$ cat src/rtl/sprite_line_fetcher.sv
// Per-scanline sprite fetcher: walks the external sprite list, reads one VRAM line
// per sprite (with optional flips) and presents each line on a valid/ready port.
module sprite_line_fetcher #(
  parameter int MAX_SPRITES = 8,
  parameter int LATENCY     = 1
) (
  input  logic         clk,
  input  logic         reset_n,
  input  logic         line_start,
  input  logic [4:0]   sprite_count,
  output logic [3:0]   list_idx,
  input  logic [7:0]   list_tile,
  input  logic [3:0]   list_row,
  input  logic         list_hflip,
  input  logic         list_vflip,
  output logic [11:0]  vram_read_addr,
  input  logic [127:0] vram_read_data,
  output logic         out_valid,
  input  logic         out_ready,
  output logic [3:0]   out_slot,
  output logic [127:0] out_pixels,
  output logic         busy,
  output logic         line_done,
  output logic [2:0]   dbg_state
);

  typedef enum logic [2:0] {
    S_IDLE    = 3'd0,
    S_ISSUE   = 3'd1,
    S_WAIT    = 3'd2,
    S_PRESENT = 3'd3,
    S_DONE    = 3'd4
  } state_e;

  localparam logic [4:0] MAX_N    = 5'(MAX_SPRITES);
  localparam logic [1:0] LAT_LAST = 2'(LATENCY - 1);

  state_e         state_q, state_d;
  logic [4:0]     n_q, n_d;
  logic [3:0]     idx_q, idx_d;
  logic [1:0]     wait_q, wait_d;
  logic           hflip_q, hflip_d;
  logic [11:0]    addr_q, addr_d;
  logic [127:0]   pix_q, pix_d;
  logic [3:0]     slot_q, slot_d;
  logic           done_q, done_d;

  logic [4:0]     n_sat;
  logic [4:0]     idx_inc;
  logic [3:0]     row_eff;
  logic [127:0]   pix_rev;

  always_comb begin
    for (int k = 0; k < 16; k++) begin
      pix_rev[8*k +: 8] = vram_read_data[8*(15-k) +: 8];
    end
  end

  assign n_sat   = (sprite_count > MAX_N) ? MAX_N : sprite_count;
  assign idx_inc = {1'b0, idx_q} + 5'd1;
  assign row_eff = list_vflip ? (4'd15 - list_row) : list_row;

  // Output handshake: a line transfers on any cycle where out_valid && out_ready;
  // out_slot/out_pixels are held unchanged while out_valid is high and out_ready is low.
  always_comb begin
    state_d = state_q;
    n_d     = n_q;
    idx_d   = idx_q;
    wait_d  = wait_q;
    hflip_d = hflip_q;
    addr_d  = addr_q;
    pix_d   = pix_q;
    slot_d  = slot_q;
    done_d  = (state_q == S_DONE);

    case (state_q)
      S_IDLE: ;
      S_ISSUE: begin
        addr_d  = {list_tile, row_eff};
        hflip_d = list_hflip;
        wait_d  = 2'd0;
        state_d = S_WAIT;
      end
      S_WAIT: begin
        if (wait_q == LAT_LAST) begin
          pix_d   = hflip_q ? pix_rev : vram_read_data;
          slot_d  = idx_q;
          state_d = S_PRESENT;
        end else begin
          wait_d = wait_q + 2'd1;
        end
      end
      S_PRESENT: begin
        if (out_ready) begin
          idx_d   = idx_inc[3:0];
          state_d = (idx_inc == n_q) ? S_DONE : S_ISSUE;
        end
      end
      S_DONE: state_d = S_IDLE;
      default: state_d = S_IDLE;
    endcase

    // A new line always wins, aborting whatever was in flight.
    if (line_start) begin
      n_d     = n_sat;
      idx_d   = 4'd0;
      state_d = (n_sat != 5'd0) ? S_ISSUE : S_DONE;
    end
  end

  always_ff @(posedge clk or negedge reset_n) begin
    if (!reset_n) begin
      state_q <= S_IDLE;
      n_q     <= 5'd0;
      idx_q   <= 4'd0;
      wait_q  <= 2'd0;
      hflip_q <= 1'b0;
      addr_q  <= 12'd0;
      pix_q   <= 128'd0;
      slot_q  <= 4'd0;
      done_q  <= 1'b0;
    end else begin
      state_q <= state_d;
      n_q     <= n_d;
      idx_q   <= idx_d;
      wait_q  <= wait_d;
      hflip_q <= hflip_d;
      addr_q  <= addr_d;
      pix_q   <= pix_d;
      slot_q  <= slot_d;
      done_q  <= done_d;
    end
  end

  assign list_idx       = idx_q;
  assign vram_read_addr = addr_q;
  assign out_valid      = (state_q == S_PRESENT);
  assign out_slot       = slot_q;
  assign out_pixels     = pix_q;
  assign busy           = (state_q != S_IDLE);
  assign line_done      = done_q;
  assign dbg_state      = state_q;

endmodule

$ cat config.mk
export PLATFORM = sky130hd
export DESIGN_NAME = sprite_line_fetcher
export DESIGN_NICKNAME = d
export VERILOG_FILES = /design/src/rtl/sprite_line_fetcher.sv
export SDC_FILE = /design/constraint.sdc
export NUM_CORES = 1
export LEC_CHECK = 0
export BUFFER_PORTS_ARGS = -buffer_cell sky130_fd_sc_hd__buf_2
export CORE_UTILIZATION = 45
export CTS_CLUSTER_SIZE = 10
export DETAILED_ROUTE_END_ITERATION = 10
export PLACE_DENSITY = 0.76
export SYNTH_ARGS = -nofsm -noshare
export SYNTH_HDL_FRONTEND = slang
export SYNTH_SLANG_ARGS = --single-unit
$ cat constraint.sdc
create_clock -name clk -period 2.2 [get_ports clk]
set_input_delay 0.44 -clock clk [delete_from_list [all_inputs] [get_ports clk]]
set_output_delay 0.44 -clock clk [all_outputs]
set_load 0.02 [all_outputs]
### Word-level counts from Yosys, hierarchy flattened

Index checks and enable logic that the tools add are counted.

* register bits: 160
* output and inout bits: 154
* input port bits: 151

* reductions and logical operators: 11
* order comparisons: 1
* muxes and demuxes: 14
* add/sub/neg operators: 3
* equality and inequality tests: 9

Operator list (count)
* 128-bit two-way mux: 1
* 4-bit two-way mux: 4
* 3-bit two-way mux: 5
* 3-bit one-hot mux with 4 select lines: 1
* 3-bit by 2-bit == test with 1-bit output (second input constant): 2
* 2-bit AND reduction: 3
* 2-bit nonzero test: 3
* 4-bit by 1-bit adder with 5-bit output (second input constant): 1
* 5-bit == test: 1
* 5-bit by 4-bit > comparator with 1-bit output (second input constant): 1
* 5-bit two-way mux: 1
* 5-bit nonzero test: 1
* 2-bit != test (second input constant): 2
* 2-bit one-hot mux with 2 select lines: 1
* 4-bit subtractor (first input constant): 1
* 3-bit by 1-bit == test with 1-bit output (second input constant): 1
* 3-bit == test (second input constant): 1
* 3-bit zero test: 1
* 3-bit by 2-bit != test with 1-bit output (second input constant): 1
* 3-bit != test (second input constant): 1
* 3-bit AND reduction: 1
* 3-bit nonzero test: 1
* 2-bit by 1-bit adder with 2-bit output (second input constant): 1
* 2-bit zero test: 1
* 2-bit two-way mux: 1

### Logic depth before layout (Yosys ltp)

Gate-level depths: netlist of run 1.

* word-level depth: 6
* mapped depth: 8

### Worst setup path after synthesis of run 1

Ideal clock, no wire load.

* path kind: register to register
* start point: register state_q[1], in the netlist dbg_state[1]
* end point: register addr_q[10], in the netlist vram_read_addr[10]
* data required time: 2.073 ns
* period minus slack after synthesis: 1.638 ns
* cell stages (with the launch flop): 5
* data arrival time: 1.510 ns
* path slack: 0.562 ns
* cell sequence: dfrtp_1 -> buf_6 -> nor3b_4 -> buf_4 -> mux2_1

* word-level cells in the longest chain between the ends: 1

Ends and longest elaborated chain
* start, declared: line 38 `state_e state_q, state_d;`
* start signal, assigned: line 123 `state_q <= state_d;`
* 3-bit by 1-bit == test with 1-bit output: line 76 `case (state_q)`
* end signal, assigned: line 128 `addr_q <= addr_d;`
* end, declared: line 43 `logic [11:0] addr_q, addr_d;`

Every way passes these cells.
A chain may end at the register's enable or synchronous reset.

### Worst setup path in the final report of run 1

* start point: register state_q[1], in the netlist dbg_state[1]
* end point: output port out_valid

* word-level cells in the longest chain between the ends: 1

Ends and longest elaborated chain
* 3-bit by 2-bit == test with 1-bit output: line 137 `assign out_valid = (state_q == S_PRESENT);`
* end, declared: line 18 `output logic out_valid,`

Every way passes these cells.

==> results.md, run 1 <==
* GRT Total Usage at 21.0%
* Pint at 8.40 mW
* Start of the worst register-to-register path: wait_q[0]
* Status: complete, no violations
* #FFs+latches synth at 160
* Reg2Reg Depth at 6
* DRT iter0 DRCs at 202
* Finished Layout Cells at 1211
* Grt ovf at 0
* Cts repair resizes at 0
* Avg Inst Size Synth at 10.7 µm²
* Leakage at 4.77 nW
* Vias per inst at 5.03
* Synth area leader: dfrtp_1
* Maximum VDD drop at 0.000684 V
* Starting Density at 46.3%
* GPL Wtd Cong at 0.763
* Mapped Area at 0.00738 mm²
* Synth top area cells: dfrtp_1 54%, mux2i_1 18%, a21oi_1 9.2%
* Final worst path period need at 2.03 ns
* CTS Buffer Depth at 2
* Worst relative slew slack at 62.8%
* Final Total Pwr at 14.0 mW
* Total die area at 0.0169 mm²
* Switch Pwr at 5.61 mW
* Logic pwr share at 41.9%
* TritonRoute pass-1 iters at 5
* Worst Hold Slack at 0.242 ns
* Drt drc at 0
* DR vias at 6095
* Clock Pin Slew Worst Setup and Hold Paths at 0.06 ns
* Period utilisation layout at 92.3%
* Crit path DAT at 1.59 ns
* Syn Inst Count at 692
* # rows at 46
* Final Setup Violations at 0
* Commonest non-fill, non-tap cells in the layout: 303 x buf_2, 159 x dfrtp_1, 143 x nor2_1
* CP Launch Type: register
* Filler cells at 1335
* Register area share after synthesis at 54.3%
* CP endpoint kind: output port
* Top-area cell type share of the netlist area at 54.3%
* RSZ-0062 raised after global routing: no
* Antenna Nets Post-Route at 0
* Clk network pwr share at 22.6%
* Routed WL per cell at 14.7 µm
* Root buf cell: clkbuf_16
* Hold Crit Class: primary input to register
* Htree depth at 4
* Final worst setup slack at 0.170 ns
* Peak Freq at 492 MHz
* Share of cells above drive strength 1 at 36.2%
* Worst hold stages at 2
* Number of global-route vias before repair at 5683
* Crit-path max FO at 12
* Final hold vios at 0
* Clock tree sinks at 160
* Core Area at 0.0159 mm²
* Yosys Warn Count at 0
* FF-to-FF End: out_pixels[68]
* Setup TNS at 0 ns
* Max cap viols at 0
* Switching fraction of total power at 40.0%
* Worst-margin pin slew at 0.557 ns
* Top-level I/O count at 305
* Clock Skews at 0.00838 ns
* Initial antenna violation count at 2
* Inst Count DP at 1178
* EDFF count, synth at 0
* Pwr dens at 1440 mW/mm²
* Main synth FF type: dfrtp_1
* # Post-CTS Setup Buffers at 0
* Largest net degree at the start of global routing at 107
* Final #Nets at 1135
* Skew-Pair Late Insertion Delay at 0.42 ns
* Worst Setup EP: out_valid
* PortBufs at 304
* Post-place setup slack at 0.423 ns
* CTS buffer count at 17
* Flop-to-flop setup slack at 0.36 ns
* Worst setup path startpoint: dbg_state[1]
* Layout overhead on the synthesized area at 32.2%
* Syn Nets at 845
* CTS tree: done
* Slew Viols, Final at 0
* Sequential share of power at 35.5%
* Drt total wl at 17800 µm
* Count of cell types in the netlist at 39
* Async SR Flop Fraction at 100%
* Critical path class: register to output port
* Die X at 130 µm
* First-pass GRT wire length at 27300 µm
* Commonest non-fill, non-tap cell in the layout: buf_2
* Die H at 130 µm
* WP data required at 1.76 ns
* Hpwl dp at 13100 µm
cell usage after synthesis, types with 2 or more instances:
master / number
clkbuf_1: 5
and4b_1: 2
nand3_1: 3
o21ai_0: 9
buf_2: 33
dfrtp_1: 160
nor3_1: 2
a21oi_1: 136
a31o_2: 2
inv_1: 5
a22oi_1: 2
mux2_1: 12
buf_6: 2
nor2_1: 143
xor2_1: 3
nor3b_1: 2
or3_1: 2
buf_4: 9
mux2i_1: 129
ha_1: 2
xnor2_1: 8
nor2b_1: 3
nand2_1: 2
metrics by stage:
step / cell area (µm²) / util [%]
2_1_floorplan: 7380 / -
3_3_place_gp: 9100 / 57.1
3_5_place_dp: 9100 / 57.1
4_1_cts: 9750 / 61.2
5_1_grt: 9750 / 61.2
6_report: 9750 / 61.2
repair_timing:
item,4_1_cts,5_1_grt
endpoints found under the setup margin,0,0
endpoints found under the hold margin,23,0
hold buffers,1,0
registers in the layout, summed over array words and instances, names as in the netlist:
signal / cells
out_slot: 4
line_done: 1
out_pixels: 128
hflip_q: 1
vram_read_addr: 12
dbg_state: 3
n_q: 5
wait_q: 2
list_idx: 4
power groups by stage:
stage | registers (mW) | clock network, mW | logic [mW]
3_3_place_gp | 4.99 | 0 | 5.80
4_1_cts | 4.99 | 3.25 | 5.93
5_1_grt | 5.16 | 3.35 | 6.37
2_1_floorplan | 6.55 | 0 | 2.27
3_5_place_dp | 5.01 | 0 | 5.93
6_report | 4.97 | 3.17 | 5.87
critical path, stage by stage (launching register included):
cell     delay [ns]
dfrtp_1        0.60
and2b_2        0.27
and2_1         0.15
buf_2          0.16
layer usage:
| layer | share of wire, % | wire length, µm | GRT usage [%] | vias to the layer above |
|---|---|---|---|---|
| li1 | - | - | - | 2993 |
| met5 | 0.073 | 13 | 0 | - |
| met4 | 1.7 | 295 | 7.05 | 2 |
| met3 | 8.7 | 1550 | 8.08 | 30 |
| met1 | 40 | 7220 | 24.1 | 2852 |
| met2 | 49 | 8760 | 35.7 | 218 |
cells by family after synthesis:
| group | Yosys count | synth area share, % |
|---|---|---|
| fa+ha+maj | 2 | 0.339 |
| mux | 142 | 19.5 |
| compound gates | 153 | 10.6 |
| buf+inv | 55 | 4.02 |
| flops | 160 | 54.3 |
| xor+xnor | 11 | 1.31 |
| simple gates | 169 | 9.94 |
worst min-delay path by stage:
stage / from / endpoint / slack, ns
after global routing: list_tile[7] / vram_read_addr[11] / 0.22
after CTS: list_tile[7] / vram_read_addr[11] / 0.22
final: list_tile[7] / vram_read_addr[11] / 0.24
after floorplan: reset_n / dbg_state[0] / 0.14
after detailed placement: reset_n / out_pixels[34] / 0.43
after global placement: reset_n / out_pixels[34] / 0.42
final cells by class:
cell class | instances | area, µm² | area share, %
Antenna cell | 1 | 2.50 | 0.0257
Clock buffer | 19 | 453 | 4.64
Clock inverter | 12 | 183 | 1.87
Inverter | 5 | 18.8 | 0.192
Multi-Input combinational cell | 477 | 3080 | 31.6
Sequential cell | 160 | 4010 | 41.1
Tap cell | 216 | 270 | 2.77
Timing Repair Buffer | 321 | 1730 | 17.8
No activity file was read; power rests on OpenSTA's default activity.
==> run 2, diff against run 1 <==
- ABC_CLOCK_PERIOD_IN_PS: not set -> 2200
- CORE_UTILIZATION: 45 -> 40
- PLACE_DENSITY: 0.76 -> 0.68
- SLEW_MARGIN: not set -> 5
==> run 2 against run 1 <==
  * Flip-flop and latch count did not move
  * Setup slack got worse by 0.0064 ns
  * Power rose by 1.3%
  * Combinational power rose by 0.9%
  * Critical path depth did not move
  * Design area rose by 0.99%
  * Clock power rose by 4%
  * Critical endpoint unchanged
  * Largest cell class unchanged
==> results.md, run 2 (same netlist as run 1, synthesis figures left out) <==
* Worst-path cell chain: and2b_2 > and2_1 > buf_2
* Routed WL per cell at 14.7 µm (-0.16%)
* Max reg flops at 128 (unchanged)
* Commonest non-fill, non-tap cell in the layout: buf_2
* Layout overhead on the synthesized area at 33.5%
* Slew Viols, Final at 0 (unchanged)
* PortBufs at 304 (unchanged)
* Crit path DAT at 1.60 ns (about the same)
* Clk network pwr share at 23.3% (+0.7 points)
* Hpwl dp at 13300 µm (+1.7%)
* Logic pwr share at 41.8% (about the same)
* Share of cells above drive strength 1 at 36.6% (+0.35 points)
* GPL Wtd Cong at 0.815 (+6.8%)
* CP endpoint kind: output port
* Starting Density at 40.9% (-5.3 points)
* # rows at 49 (+6.5%)
* Worst path slowest cell: dfrtp_1
* Die H at 138 µm (+6.0%)
* Initial antenna violation count at 0 (-2)
* Worst-margin pin slew at 0.625 ns (+0.0676 ns)
* Clock tree sinks at 160 (unchanged)
* Peak Freq at 491 MHz (-0.32%)
* Post-place setup slack at 0.358 ns (-0.0648 ns)
* Pint at 8.55 mW (+1.8%)
* Drt drc at 0 (unchanged)
* Clock Skews at 0.00586 ns (-0.00252 ns)
* Htree depth at 4 (unchanged)
* Crit-path max FO at 12 (unchanged)
* Final Total Pwr at 14.2 mW (+1.3%)
* Total die area at 0.0190 mm² (+12%)
* Period utilisation layout at 92.6% (+0.29 points)
* Final Setup Violations at 0 (unchanged)
* Critical path class: register to output port
* Root buf cell: clkbuf_16
* Commonest non-fill, non-tap cells in the layout: 303 x buf_2, 159 x dfrtp_1, 143 x nor2_1
* Grt ovf at 0 (unchanged)
* Drt total wl at 18100 µm (+1.4%)
* CTS buffer count at 17 (unchanged)
* Pwr dens at 1440 mW/mm² (+0.27%)
* CP Launch Type: register
* Final hold vios at 0 (unchanged)
* Skew-Pair Late Insertion Delay at 0.41 ns (about the same)
* CTS Buffer Depth at 2 (unchanged)
* Final worst path period need at 2.04 ns (+0.00642 ns)
* Maximum VDD drop at 0.000820 V (+20%)
* Crit path max-delay family: flip-flops
* Hold Crit Class: primary input to register
* DR vias at 6102 (+0.11%)
* DRT iter0 DRCs at 198 (-2.0%)
* Top-level I/O count at 305 (unchanged)
* Sequential share of power at 35.0% (-0.5 points)
* GRT Total Usage at 18.7% (-2.3 points)
* Leakage at 4.82 nW (+0.97%)
* Switching fraction of total power at 39.7% (-0.33 points)
* WP data required at 1.76 ns (about the same)
* Final #Nets at 1141 (+0.53%)
* TritonRoute pass-1 iters at 4 (-1)
* Final worst setup slack at 0.163 ns (-0.00642 ns)
* Clock Pin Slew Worst Setup and Hold Paths at 0.06 ns (about the same)
* Largest net degree at the start of global routing at 145 (+36%)
* First-pass GRT wire length at 27200 µm (-0.58%)
* Core Area at 0.0180 mm² (+13%)
* Setup TNS at 0 ns (unchanged)
* CTS tree: done
* Vias per inst at 4.96 (-1.4%)
* Die X at 138 µm (+6.0%)
* Status: complete, no violations
* Worst relative slew slack at 58.3% (-4.5 points)
* Util after Layout at 54.6% (-6.5 points)
* Buf/Inv on CP at 1 (unchanged)
* Number of global-route vias before repair at 5641 (-0.74%)
* ANT cells at 0 (-1)
* Max cap viols at 0 (unchanged)
* Cts repair resizes at 0 (unchanged)
* Critical path's largest stage delay at 0.60 ns (about the same)
* Worst Hold Slack at 0.235 ns (-0.00762 ns)
* Antenna Nets Post-Route at 0 (unchanged)
* RSZ-0062 raised after global routing: no
* Switch Pwr at 5.63 mW (+0.44%)
[run 2: cell types whose count changed in the layout (fill, tap and decap cells not counted), sizes merged]
cell    delta
buf        +6
clkbuf     +1
bufinv     +1
diode      -1
clkinv     -1
[run 2: path summary, 6_finish.rpt]
check	startpoint	depth (start not counted)	to	slack (ns)
min in group asynchronous	reset_n	2	vram_read_addr[3]	0.56
worst max-delay path	dbg_state[1]	3	out_valid	0.16
worst max register to register	dbg_state[1]	6	out_pixels[10]	0.31
worst min register to register	out_slot[2]	1	out_slot[2]	0.48
max in group asynchronous	reset_n	3	out_pixels[11]	1.01
worst min-delay path	list_tile[5]	2	vram_read_addr[9]	0.23
[run 2: cell type report]
type / instances / area (µm²)
Sequential cell: 160 / 4010
Multi-Input combinational cell: 477 / 3080
Clock buffer: 20 / 457
Timing Repair Buffer: 327 / 1790
Inverter: 5 / 18.8
Clock inverter: 12 / 204
Fill cell: 1610 / 8180
Tap cell: 229 / 287
[run 2: power by group through the flow]
stage	logic, mW	registers [mW]	clock network (mW)
floorplan	2.27	6.55	0
global placement	5.88	4.99	0
detailed placement	5.98	5.01	0
CTS	5.99	4.97	3.38
global route	6.47	5.15	3.49
finish	5.92	4.96	3.30
[run 2: timing repair]
| action | CTS | global route |
|---|---|---|
| hold endpoints to repair | 24 | 0 |
| hold buffers | 1 | 0 |
| setup buffers | 0 | 0 |
[run 2: per-stage QoR]
| stage | cells | area (µm²) |
|---|---|---|
| floorplan | 692 | 7380 |
| global placement | 1197 | 9180 |
| detailed placement | 1197 | 9180 |
| CTS | 1230 | 9850 |
| global route | 1230 | 9850 |
| finish | 1230 | 9850 |
[run 2: routing by layer]
metal,up-vias,track usage (%),wire length [µm]
met1,2881,22.3,7560
met5,-,0,0
met2,202,31.1,8750
li1,2997,-,-
met4,0,8.09,332
met3,22,5.59,1450
